## src/rtl/ps2_pkg.sv

```systemverilog
// Shared scan-code constants, FSM state encoding and event record for the PS/2 key sequencer.
package ps2_pkg;

    localparam logic [7:0] SC_E0     = 8'hE0;
    localparam logic [7:0] SC_F0     = 8'hF0;
    localparam logic [7:0] SC_LSHIFT = 8'h12;
    localparam logic [7:0] SC_RSHIFT = 8'h59;
    localparam logic [7:0] SC_CTRL   = 8'h14;
    localparam logic [7:0] SC_ALT    = 8'h11;
    localparam logic [7:0] SC_CAPS   = 8'h58;

    typedef enum logic [1:0] {
        IDLE,
        ACK,
        GAP
    } ps2_state_t;

    typedef struct packed {
        logic [7:0] code;
        logic       make;
        logic       ext;
        logic       is_repeat;
    } ps2_evt_t;

endpackage

```

## src/rtl/ps2_evt_fifo.sv

```systemverilog
// Small key-event FIFO; head is read combinationally from the registered array.
module ps2_evt_fifo
    import ps2_pkg::*;
#(
    parameter int unsigned QDEPTH = 4,
    parameter int unsigned QAW    = $clog2(QDEPTH)
) (
    input  logic     i_clk,
    input  logic     i_clrn,
    input  logic     i_push,
    input  ps2_evt_t i_push_data,
    input  logic     i_pop,
    output ps2_evt_t o_head,
    output logic     o_valid,
    output logic     o_full
);

    localparam logic [QAW:0] LP_FULL = (QAW+1)'(QDEPTH);

    ps2_evt_t       r_mem [QDEPTH];
    logic [QAW-1:0] r_wptr;
    logic [QAW-1:0] r_rptr;
    logic [QAW:0]   r_count;
    logic           w_do_push;
    logic           w_do_pop;

    assign o_valid   = (r_count != '0);
    assign o_full    = (r_count == LP_FULL);
    assign w_do_pop  = i_pop && o_valid;
    // A pop in the same cycle frees the slot, so a full queue still accepts the push.
    assign w_do_push = i_push && (!o_full || w_do_pop);
    assign o_head    = o_valid ? r_mem[r_rptr] : '0;

    always_ff @(posedge i_clk) begin
        if (w_do_push) begin
            r_mem[r_wptr] <= i_push_data;
        end
    end

    always_ff @(posedge i_clk) begin
        if (!i_clrn) begin
            r_wptr  <= '0;
            r_rptr  <= '0;
            r_count <= '0;
        end else begin
            if (w_do_push) begin
                r_wptr <= r_wptr + QAW'(1);
            end
            if (w_do_pop) begin
                r_rptr <= r_rptr + QAW'(1);
            end
            if (w_do_push && !w_do_pop) begin
                r_count <= r_count + (QAW+1)'(1);
            end else if (!w_do_push && w_do_pop) begin
                r_count <= r_count - (QAW+1)'(1);
            end
        end
    end

endmodule

```

## src/rtl/ps2_key_sequencer.sv

```systemverilog
// Pops PS/2 scan bytes, decodes E0/F0 prefixes and modifiers, queues key events.
// Optional feature: define PS2SEQ_TYPEMATIC_EN to enqueue typematic repeats with the repeat flag set.
module ps2_key_sequencer
    import ps2_pkg::*;
#(
    parameter int unsigned QDEPTH = 4,
    parameter int unsigned QAW    = 2
) (
    input  logic       i_clk,
    input  logic       i_clrn,
    input  logic [7:0] i_ps2_data,
    input  logic       i_ps2_ready,
    output logic       o_ps2_nextdata_n,
    output logic       o_evt_valid,
    input  logic       i_evt_ready,
    output logic [7:0] o_evt_code,
    output logic       o_evt_make,
    output logic       o_evt_ext,
    output logic       o_evt_repeat,
    output logic [3:0] o_mods,
    output logic       o_evt_overflow
);

    ps2_state_t r_state;
    logic [7:0] r_byte;
    logic       r_nextdata_n;
    logic       r_ext_pend;
    logic       r_brk_pend;
    logic       r_lshift, r_rshift, r_lctrl, r_rctrl, r_alt, r_caps, r_caps_held;
    logic       r_held_valid;
    logic [8:0] r_held_key;
    logic       r_overflow;

    logic       w_make;
    logic       w_ext;
    logic       w_is_prefix;
    logic       w_is_mod;
    logic       w_key;
    logic       w_held_hit;
    logic       w_push;
    logic       w_pop;
    logic       w_full;
    ps2_evt_t   w_push_data;
    ps2_evt_t   w_head;

    always_comb begin
        w_ext       = r_ext_pend;
        w_make      = !r_brk_pend;
        w_is_prefix = (r_byte == SC_E0) || (r_byte == SC_F0);
        w_is_mod    = r_byte inside {SC_LSHIFT, SC_RSHIFT, SC_CTRL, SC_ALT, SC_CAPS};
        w_key       = (r_state == ACK) && !w_is_prefix && !w_is_mod;
        w_held_hit  = r_held_valid && (r_held_key == {w_ext, r_byte});
        w_push_data = '{code: r_byte, make: w_make, ext: w_ext, is_repeat: 1'b0};
`ifdef PS2SEQ_TYPEMATIC_EN
        w_push                = w_key;
        w_push_data.is_repeat = w_make && w_held_hit;
`else
        w_push                = w_key && !(w_make && w_held_hit);
`endif
    end

    assign w_pop = o_evt_valid && i_evt_ready;

    always_ff @(posedge i_clk) begin
        if (!i_clrn) begin
            r_state      <= IDLE;
            r_byte       <= '0;
            r_nextdata_n <= 1'b1;
            r_ext_pend   <= 1'b0;
            r_brk_pend   <= 1'b0;
            r_lshift     <= 1'b0;
            r_rshift     <= 1'b0;
            r_lctrl      <= 1'b0;
            r_rctrl      <= 1'b0;
            r_alt        <= 1'b0;
            r_caps       <= 1'b0;
            r_caps_held  <= 1'b0;
            r_held_valid <= 1'b0;
            r_held_key   <= '0;
            r_overflow   <= 1'b0;
        end else begin
            if (w_push && w_full && !w_pop) begin
                r_overflow <= 1'b1;
            end
            case (r_state)
                IDLE: begin
                    r_nextdata_n <= 1'b1;
                    if (i_ps2_ready) begin
                        r_byte       <= i_ps2_data;
                        r_nextdata_n <= 1'b0;
                        r_state      <= ACK;
                    end
                end
                ACK: begin
                    r_nextdata_n <= 1'b1;
                    r_state      <= GAP;
                    if (r_byte == SC_E0) begin
                        r_ext_pend <= 1'b1;
                    end else if (r_byte == SC_F0) begin
                        r_brk_pend <= 1'b1;
                    end else begin
                        r_ext_pend <= 1'b0;
                        r_brk_pend <= 1'b0;
                        case (r_byte)
                            SC_LSHIFT: r_lshift <= w_make;
                            SC_RSHIFT: r_rshift <= w_make;
                            SC_CTRL: begin
                                if (w_ext) r_rctrl <= w_make;
                                else       r_lctrl <= w_make;
                            end
                            SC_ALT: r_alt <= w_make;
                            SC_CAPS: begin
                                // Toggle only on the first make; auto-repeat makes are ignored.
                                if (w_make && !r_caps_held) r_caps <= !r_caps;
                                r_caps_held <= w_make;
                            end
                            default: begin
                                if (w_make && !w_held_hit) begin
                                    r_held_key   <= {w_ext, r_byte};
                                    r_held_valid <= 1'b1;
                                end else if (!w_make && w_held_hit) begin
                                    r_held_valid <= 1'b0;
                                end
                            end
                        endcase
                    end
                end
                GAP: begin
                    r_nextdata_n <= 1'b1;
                    r_state      <= IDLE;
                end
                default: begin
                    r_nextdata_n <= 1'b1;
                    r_state      <= IDLE;
                end
            endcase
        end
    end

    ps2_evt_fifo #(
        .QDEPTH (QDEPTH),
        .QAW    (QAW)
    ) u_evt_fifo (
        .i_clk       (i_clk),
        .i_clrn      (i_clrn),
        .i_push      (w_push),
        .i_push_data (w_push_data),
        .i_pop       (w_pop),
        .o_head      (w_head),
        .o_valid     (o_evt_valid),
        .o_full      (w_full)
    );

    assign o_ps2_nextdata_n = r_nextdata_n;
    assign o_evt_code       = w_head.code;
    assign o_evt_make       = w_head.make;
    assign o_evt_ext        = w_head.ext;
    assign o_evt_repeat     = w_head.is_repeat;
    assign o_mods           = {r_caps, r_alt, r_lctrl | r_rctrl, r_lshift | r_rshift};
    assign o_evt_overflow   = r_overflow;

endmodule
```

## config.mk

```make
export PLATFORM = sky130hd
export DESIGN_NAME = ps2_key_sequencer
export DESIGN_NICKNAME = d
export VERILOG_FILES = /design/src/rtl/ps2_pkg.sv /design/src/rtl/ps2_evt_fifo.sv /design/src/rtl/ps2_key_sequencer.sv
export SDC_FILE = /design/constraint.sdc
export NUM_CORES = 1
export LEC_CHECK = 0
export BUFFER_PORTS_ARGS = -buffer_cell sky130_fd_sc_hd__buf_4
export CORE_AREA = 2 2 83 85
export DETAILED_ROUTE_END_ITERATION = 10
export DIE_AREA = 0 0 85 87
export GPL_TIMING_DRIVEN = 0
export PLACE_DENSITY = 0.73
export SKIP_LAST_GASP = 1
export SLEW_MARGIN = 15
export SYNTH_ARGS = -nofsm -noshare
export SYNTH_HDL_FRONTEND = slang
export SYNTH_SLANG_ARGS = --single-unit
```

## constraint.sdc

```tcl
create_clock -name i_clk -period 7.5 [get_ports i_clk]
set_input_delay 0 -clock i_clk [delete_from_list [all_inputs] [get_ports i_clk]]
set_output_delay 0 -clock i_clk [all_outputs]
set_load 0.01 [all_outputs]
```

---- After elaboration in Yosys (flattened, before gate mapping) ----
Memories as Yosys holds them, arrays and structs flattened. A register that Yosys moved wholly into a read port is not among the register bits.
Cells that the tools add are included.
cells by class
  add/sub/neg operators ................... 4
  equal/unequal tests ..................... 12
  multiplexer cells ....................... 15
  bitwise logic cells ..................... 6
  reduce and logical (&&, ||, !) cells .... 47
operator list
  operator             number
  $reduce_and 5->1     5
  $eq 8x5->1 const B   3
  $eq 8x7->1 const B   2
  $eq 8x8->1 const B   2
  $reduce_and 4->1     4
  $logic_and 1x1->1    15
  $logic_not 1->1      11
  $mux 11              1
  $eq 9x9->1           1
  $mux 1               8
  $reduce_and 2->1     4
  $mux 2               3
  $mux 3               2
  $reduce_bool 5->1    1
  $reduce_or 5->1      1
  $add 2x1->2 const B  2
  $ne 2x2->1 const B   2
  $not 1->1            4
  $pmux 2 s2           1
  $reduce_bool 2->1    2
  $add 3x1->3 const B  1
  $eq 3x3->1 const B   1
  $reduce_bool 3->1    1
  $sub 3x1->3 const B  1
  other kinds (4)      6
word-level totals
  register bits after elaboration ......... 38
  RAM bits ................................ 40
  input bits .............................. 12
  output and inout port bits .............. 18
  logic and storage cells ................. 103
  memories ................................ 1
memories
  name              depth  width  read ports  clocked after Yosys merged registers in  write ports  line                RTL
  u_evt_fifo.r_mem  4      10     1           1                                        1            ps2_evt_fifo.sv:20  ps2_evt_t r_mem [QDEPTH];

---- Depth between registers and ports, before layout ----
  depth in word-level cells ............... 11
  gate-level depth with buffers ........... 14
  depth with buffers taken out ............ 13

---- By module ----
A second synthesis with hierarchy kept.
unflattened totals
  cells, all modules ...................... 288
  area total of the unflattened synthesis .. 3756.1 sq um
by module, submodules not included
  module             times used  cells an instance  area each (sq um)  sequential area each (sq um)
  ps2_evt_fifo       1           119                2227.1             1501.4
  ps2_key_sequencer  1           169                1529.0             620.6

---- Worst setup path after synthesis ----
OpenSTA, ideal clock, no wires.
  path kind ............................... flip-flop to flip-flop
  start point ............................. register r_byte[1]
  end point ............................... register u_evt_fifo.r_count[2]
  library setup time ...................... 71 ps
  arrival time ............................ 2972 ps
  data required time ...................... 7429 ps
  setup slack ............................. 4458 ps
  cell stages (with the launch flop) ...... 15
  buffers on the path ..................... 1
  clock period less this slack ............ 3042 ps
  cells stage by stage .................... dfxtp_1 -> clkbuf_1 -> xnor2_1 -> nand4_1 -> or3_1 -> inv_1 -> ha_1 -> nor2_1 -> nor4b_2 -> ha_1 -> inv_1 -> fa_1 -> xor2_1 -> or3_1 -> a21oi_1
on the way
  word-level cells in the longest chain between the ends .. 10
  elaborated cells between the ends (all ways) .. 24
  classes of those cells .................. eq/ne (8); mux (1); reduce/logical (15)
ends and longest elaborated chain
  element                                             line                     RTL
  from (decl)                                         ps2_key_sequencer.sv:25  logic [7:0] r_byte;
  from (signal assigned)                              ps2_key_sequencer.sv:89  r_byte <= i_ps2_data;
  branches (longest 5 deep; another with $eq 8x5->1)  -
  $logic_and 1x1->1 *                                 ps2_key_sequencer.sv:58  w_push = w_key && !(w_make && w_held_hit);
  $logic_and 1x1->1 *                                 ps2_evt_fifo.sv:31       assign w_do_push = i_push && (!o_full || w_do_pop);
  named net u_evt_fifo.w_do_push                      ps2_evt_fifo.sv:24       logic w_do_push;
  $logic_not 1->1                                     ps2_evt_fifo.sv:54       end else if (!w_do_push && w_do_pop) begin
  $logic_and 1x1->1                                   ps2_evt_fifo.sv:54
  $reduce_bool 2->1 (no source line)                  -
  to (signal assigned)                                ps2_evt_fifo.sv:53       r_count <= r_count + (QAW+1)'(1);
  to (signal assigned)                                ps2_evt_fifo.sv:55       r_count <= r_count - (QAW+1)'(1);
  to (decl)                                           ps2_evt_fifo.sv:23       logic [QAW:0] r_count;
Mark *: on every way through the listed nets, which the timed path passes.
A chain may end at the register's enable or synchronous reset.

---- Final worst setup path ----
Ends and elaborated chain as after synthesis.

==> run_summary.xml <==
<?xml version="1.0" encoding="UTF-8"?>
<metrics>
  <group name="route">
    <metric name="routed.top_layer" unit="">met4</metric>
    <metric name="via_per_inst" unit="">5.24</metric>
    <metric name="detail_route.iter0.violations" unit="">72</metric>
    <metric name="route.layer.met1.wl" unit="um">2870</metric>
    <metric name="final_antenna_net_count" unit="">0</metric>
    <metric name="totalWireLength" unit="um">6170</metric>
    <metric name="remaining_drc_errors" unit="">0</metric>
    <metric name="drt-pass1-iter-count" unit="">4</metric>
    <metric name="detailroute.wirelength.met3" unit="um">183</metric>
    <metric name="routed-wl-met2" unit="um">3020</metric>
    <metric name="detailroute.via_count" unit="">2142</metric>
    <metric name="wl_per_cell" unit="um">15.1</metric>
  </group>
  <group name="sta">
    <metric name="final.min_clock_period" unit="ns">3.52</metric>
    <metric name="worst_slack" unit="ns">3.98</metric>
    <metric name="hold_viol" unit="">0</metric>
    <metric name="tightestPinTransition" unit="ns">0.844</metric>
    <metric name="skew" unit="ns">0.0100</metric>
    <metric name="count_of_pins_over_their_slew_limit" unit="">0</metric>
    <metric name="worst_max_slew_margin_expressed_relative_to_the_limit" unit="%">43.7</metric>
    <metric name="tns" unit="ns">0</metric>
    <metric name="max_freq" unit="MHz">284</metric>
    <metric name="rsz0062_at_grt" unit="">no</metric>
    <metric name="setup_viol_count_final" unit="">0</metric>
    <metric name="final_cycle_utilization_of_the_critical_path" unit="%">46.9</metric>
  </group>
  <group name="grt">
    <metric name="grt_pass1_vias" unit="">2095</metric>
    <metric name="antenna_found_initial" unit="">0</metric>
    <metric name="grt_start_max_net_pins" unit="">16</metric>
    <metric name="grt_first_pass_wirelength" unit="um">10200</metric>
    <metric name="globalRouteTotalUtil" unit="%">18.0</metric>
    <metric name="gr-total-overflow" unit="">0</metric>
  </group>
  <group name="job">
    <metric name="cap_violations" unit="">0</metric>
  </group>
  <group name="floorplanning">
    <metric name="top_level_ports" unit="">30</metric>
    <metric name="design.die.area" unit="sq mm">0.00740</metric>
    <metric name="chipHeight" unit="um">87</metric>
    <metric name="placement_rows" unit="">30</metric>
    <metric name="die-width" unit="um">85</metric>
    <metric name="floorplan.initialDensity" unit="%">52.6</metric>
    <metric name="core_region_area" unit="sq mm">0.00657</metric>
  </group>
  <group name="placed_design">
    <metric name="place.detailed.hpwl" unit="um">4230</metric>
    <metric name="buffer_ports.inserted" unit="">28</metric>
    <metric name="post_place_worst_slack" unit="ns">3.93</metric>
    <metric name="placement.cell_area" unit="sq mm">0.00377</metric>
    <metric name="dp_cells" unit="">384</metric>
    <metric name="gp_congestion" unit="">0.836</metric>
  </group>
  <group name="clock_tree">
    <metric name="htreeDepth" unit="">3</metric>
    <metric name="postCtsResizedCells" unit="">0</metric>
    <metric name="clkTransAtPathRegs" unit="ns">0.08</metric>
    <metric name="clk_root_buffer_cell" unit="">clkbuf_8</metric>
    <metric name="cts_num_sinks" unit="">80</metric>
    <metric name="clock_network_latency_to_the_later_pin_of_the_worst_skew_pair" unit="ns">0.34</metric>
    <metric name="clock_path_buffers" unit="">2</metric>
    <metric name="clock_buffer_count_from_cts" unit="">9</metric>
    <metric name="clock_tree_from_tritoncts" unit="">done</metric>
  </group>
  <group name="synth">
    <metric name="synthesis.instances" unit="">276</metric>
    <metric name="yosysWarningCount" unit="">0</metric>
    <metric name="yosys_most_used_dff" unit="">edfxtp_1</metric>
    <metric name="synth.net_count" unit="">296</metric>
    <metric name="synth-edff-count" unit="">40</metric>
    <metric name="synthArstFlopShare" unit="%">0</metric>
    <metric name="total_standard_cell_area_after_synthesis" unit="sq mm">0.00346</metric>
    <metric name="postSynthAreaPerCell" unit="sq um">12.5</metric>
    <metric name="yosys.cell_types.count" unit="">43</metric>
    <metric name="synth_seq_area_share" unit="%">57.9</metric>
    <metric name="ys_ff_latch" unit="">80</metric>
  </group>
  <group name="setup_path">
    <metric name="cp_max_fo" unit="">10</metric>
    <metric name="setup.reg_to_reg.worst_slack" unit="ns">3.98</metric>
    <metric name="worstPathRequired" unit="ns">7.77</metric>
    <metric name="critPathLaunchType" unit="">flop</metric>
    <metric name="timing.critical_path.from" unit="">r_byte[1]</metric>
    <metric name="cp.arrival" unit="ns">3.79</metric>
    <metric name="setup_cp_type" unit="">reg -&gt; reg</metric>
    <metric name="timing.rr.start" unit="">r_byte[1]</metric>
    <metric name="critical_path.endpoint_type" unit="">flop</metric>
  </group>
  <group name="power">
    <metric name="vdd_ir_drop_max" unit="mV">0.116</metric>
    <metric name="static-leakage-power" unit="nW">1.49</metric>
    <metric name="power.density_cell_area" unit="mW/mm^2">250</metric>
    <metric name="power" unit="mW">1.01</metric>
  </group>
  <group name="min_path">
    <metric name="worst_hold_path_type" unit="">in -&gt; reg</metric>
    <metric name="holdCritStartpoint" unit="">i_evt_ready</metric>
  </group>
  <group name="finish">
    <metric name="areaGrowthSynthToFinish" unit="%">16.7</metric>
    <metric name="most-common-layout-cells" unit="">40 x dfxtp_1, 40 x edfxtp_1, 31 x buf_4</metric>
    <metric name="n_diodes" unit="">0</metric>
    <metric name="nFillCells" unit="">535</metric>
    <metric name="finalInstanceArea" unit="sq mm">0.00404</metric>
    <metric name="layoutNonFillerInstCount" unit="">409</metric>
    <metric name="final_net_count" unit="">344</metric>
    <metric name="drive_above_1_share" unit="%">21.0</metric>
  </group>
  <group name="status">
    <metric name="outcome" unit="">finished, final reports clean</metric>
  </group>
</metrics>
stage by stage:
stage               utilization [%]  hold slack, ns
floorplan                         -           0.139
global route                   61.4          0.0904
global placement               57.4           0.229
CTS                            61.4          0.0485
detailed placement             57.4           0.244
finish                         61.4          0.0580
where the power goes:
group	switching, mW	total, mW	leakage, nW	internal (mW)
clock	0.161	0.283	0.0822	0.122
combinational	0.109	0.228	0.716	0.118
sequential	0.0186	0.500	0.688	0.482
total	0.289	1.01	1.49	0.722
sequential cells by signal (all words and copies together), names as in the netlist, 2 cells and up, named ones only:
| register | cells |
|---|---|
| r_state | 2 |
| u_evt_fifo.r_wptr | 2 |
| u_evt_fifo.r_rptr | 2 |
| u_evt_fifo.r_mem | 40 |
| r_byte | 8 |
| r_held_key | 9 |
| u_evt_fifo.r_count | 3 |
area by class of cell:
type	instances	area, sq um	share of cell area, %
Buffer	18	87.6	2.17
Sequential cell	80	2000	49.6
Clock inverter	7	53.8	1.33
Inverter	9	33.8	0.837
Timing Repair Buffer	37	300	7.44
Tap cell	80	100	2.48
Multi-Input combinational cell	169	1340	33.1
Clock buffer	9	124	3.07
cells in the mapped netlist, types with 2 or more instances:
cell type | n | area (sq um)
inv_1 | 9 | 33.8
dfxtp_1 | 40 | 801
xnor2_1 | 9 | 78.8
nand4b_1 | 2 | 17.5
or4b_2 | 2 | 20.0
and4bb_2 | 2 | 25.0
nor4_1 | 3 | 18.8
nor3b_1 | 3 | 22.5
nand4_1 | 3 | 18.8
or2_2 | 2 | 12.5
edfxtp_1 | 40 | 1200
clkbuf_1 | 11 | 41.3
mux2i_1 | 25 | 250
and2_1 | 16 | 100
mux4_2 | 10 | 225
or3_1 | 3 | 18.8
ha_1 | 7 | 87.6
nand2_1 | 28 | 105
buf_1 | 2 | 7.51
xor2_1 | 5 | 43.8
buf_4 | 3 | 22.5
nor4b_1 | 3 | 26.3
a21oi_1 | 6 | 30.0
nor2_1 | 23 | 86.3
worst max-delay path: stages, from the launching register on:
cell and delay (ns):
dfxtp_1 0.44, clkbuf_1 0.42, xnor2_1 0.13, nand4_1 0.11, or3_1 0.13, inv_1 0.05, ha_1 0.17, nor2_1 0.08
nor4b_2 0.53, ha_1 0.31, inv_1 0.07, fa_1 0.42, xor2_1 0.16, or3_1 0.30, a21oi_1 0.13
per-layer routing:
metal  vias up  GRT usage, %
met3        11          3.22
met4         0          7.22
li1       1064             -
met5         -             0
met2        34          30.3
met1      1033          23.2
logic make-up after synthesis:
kind of cell	after synthesis	synth area share, %
other cells	1	0.108
compound gates	11	2.03
flops	80	57.9
fa+ha+maj	8	3.11
buf+inv	27	3.51
xor+xnor	14	3.55
simple gates	100	16.1
mux	35	13.7
final timing paths:
path	to	depth (start not counted)
setup / recovery	u_evt_fifo.r_count[2]	14
setup reg to reg	u_evt_fifo.r_count[2]	14
hold reg to reg	r_held_valid	2
hold / removal	u_evt_fifo.r_rptr[0]	4
timing repair:
| item | 4_1_cts | 5_1_grt |
|---|---|---|
| hold buffers | 9 | 0 |
| hold endpoints to repair | 9 | 0 |
| setup buffers | 0 | 0 |
No activity file was read; power rests on OpenSTA's default activity.
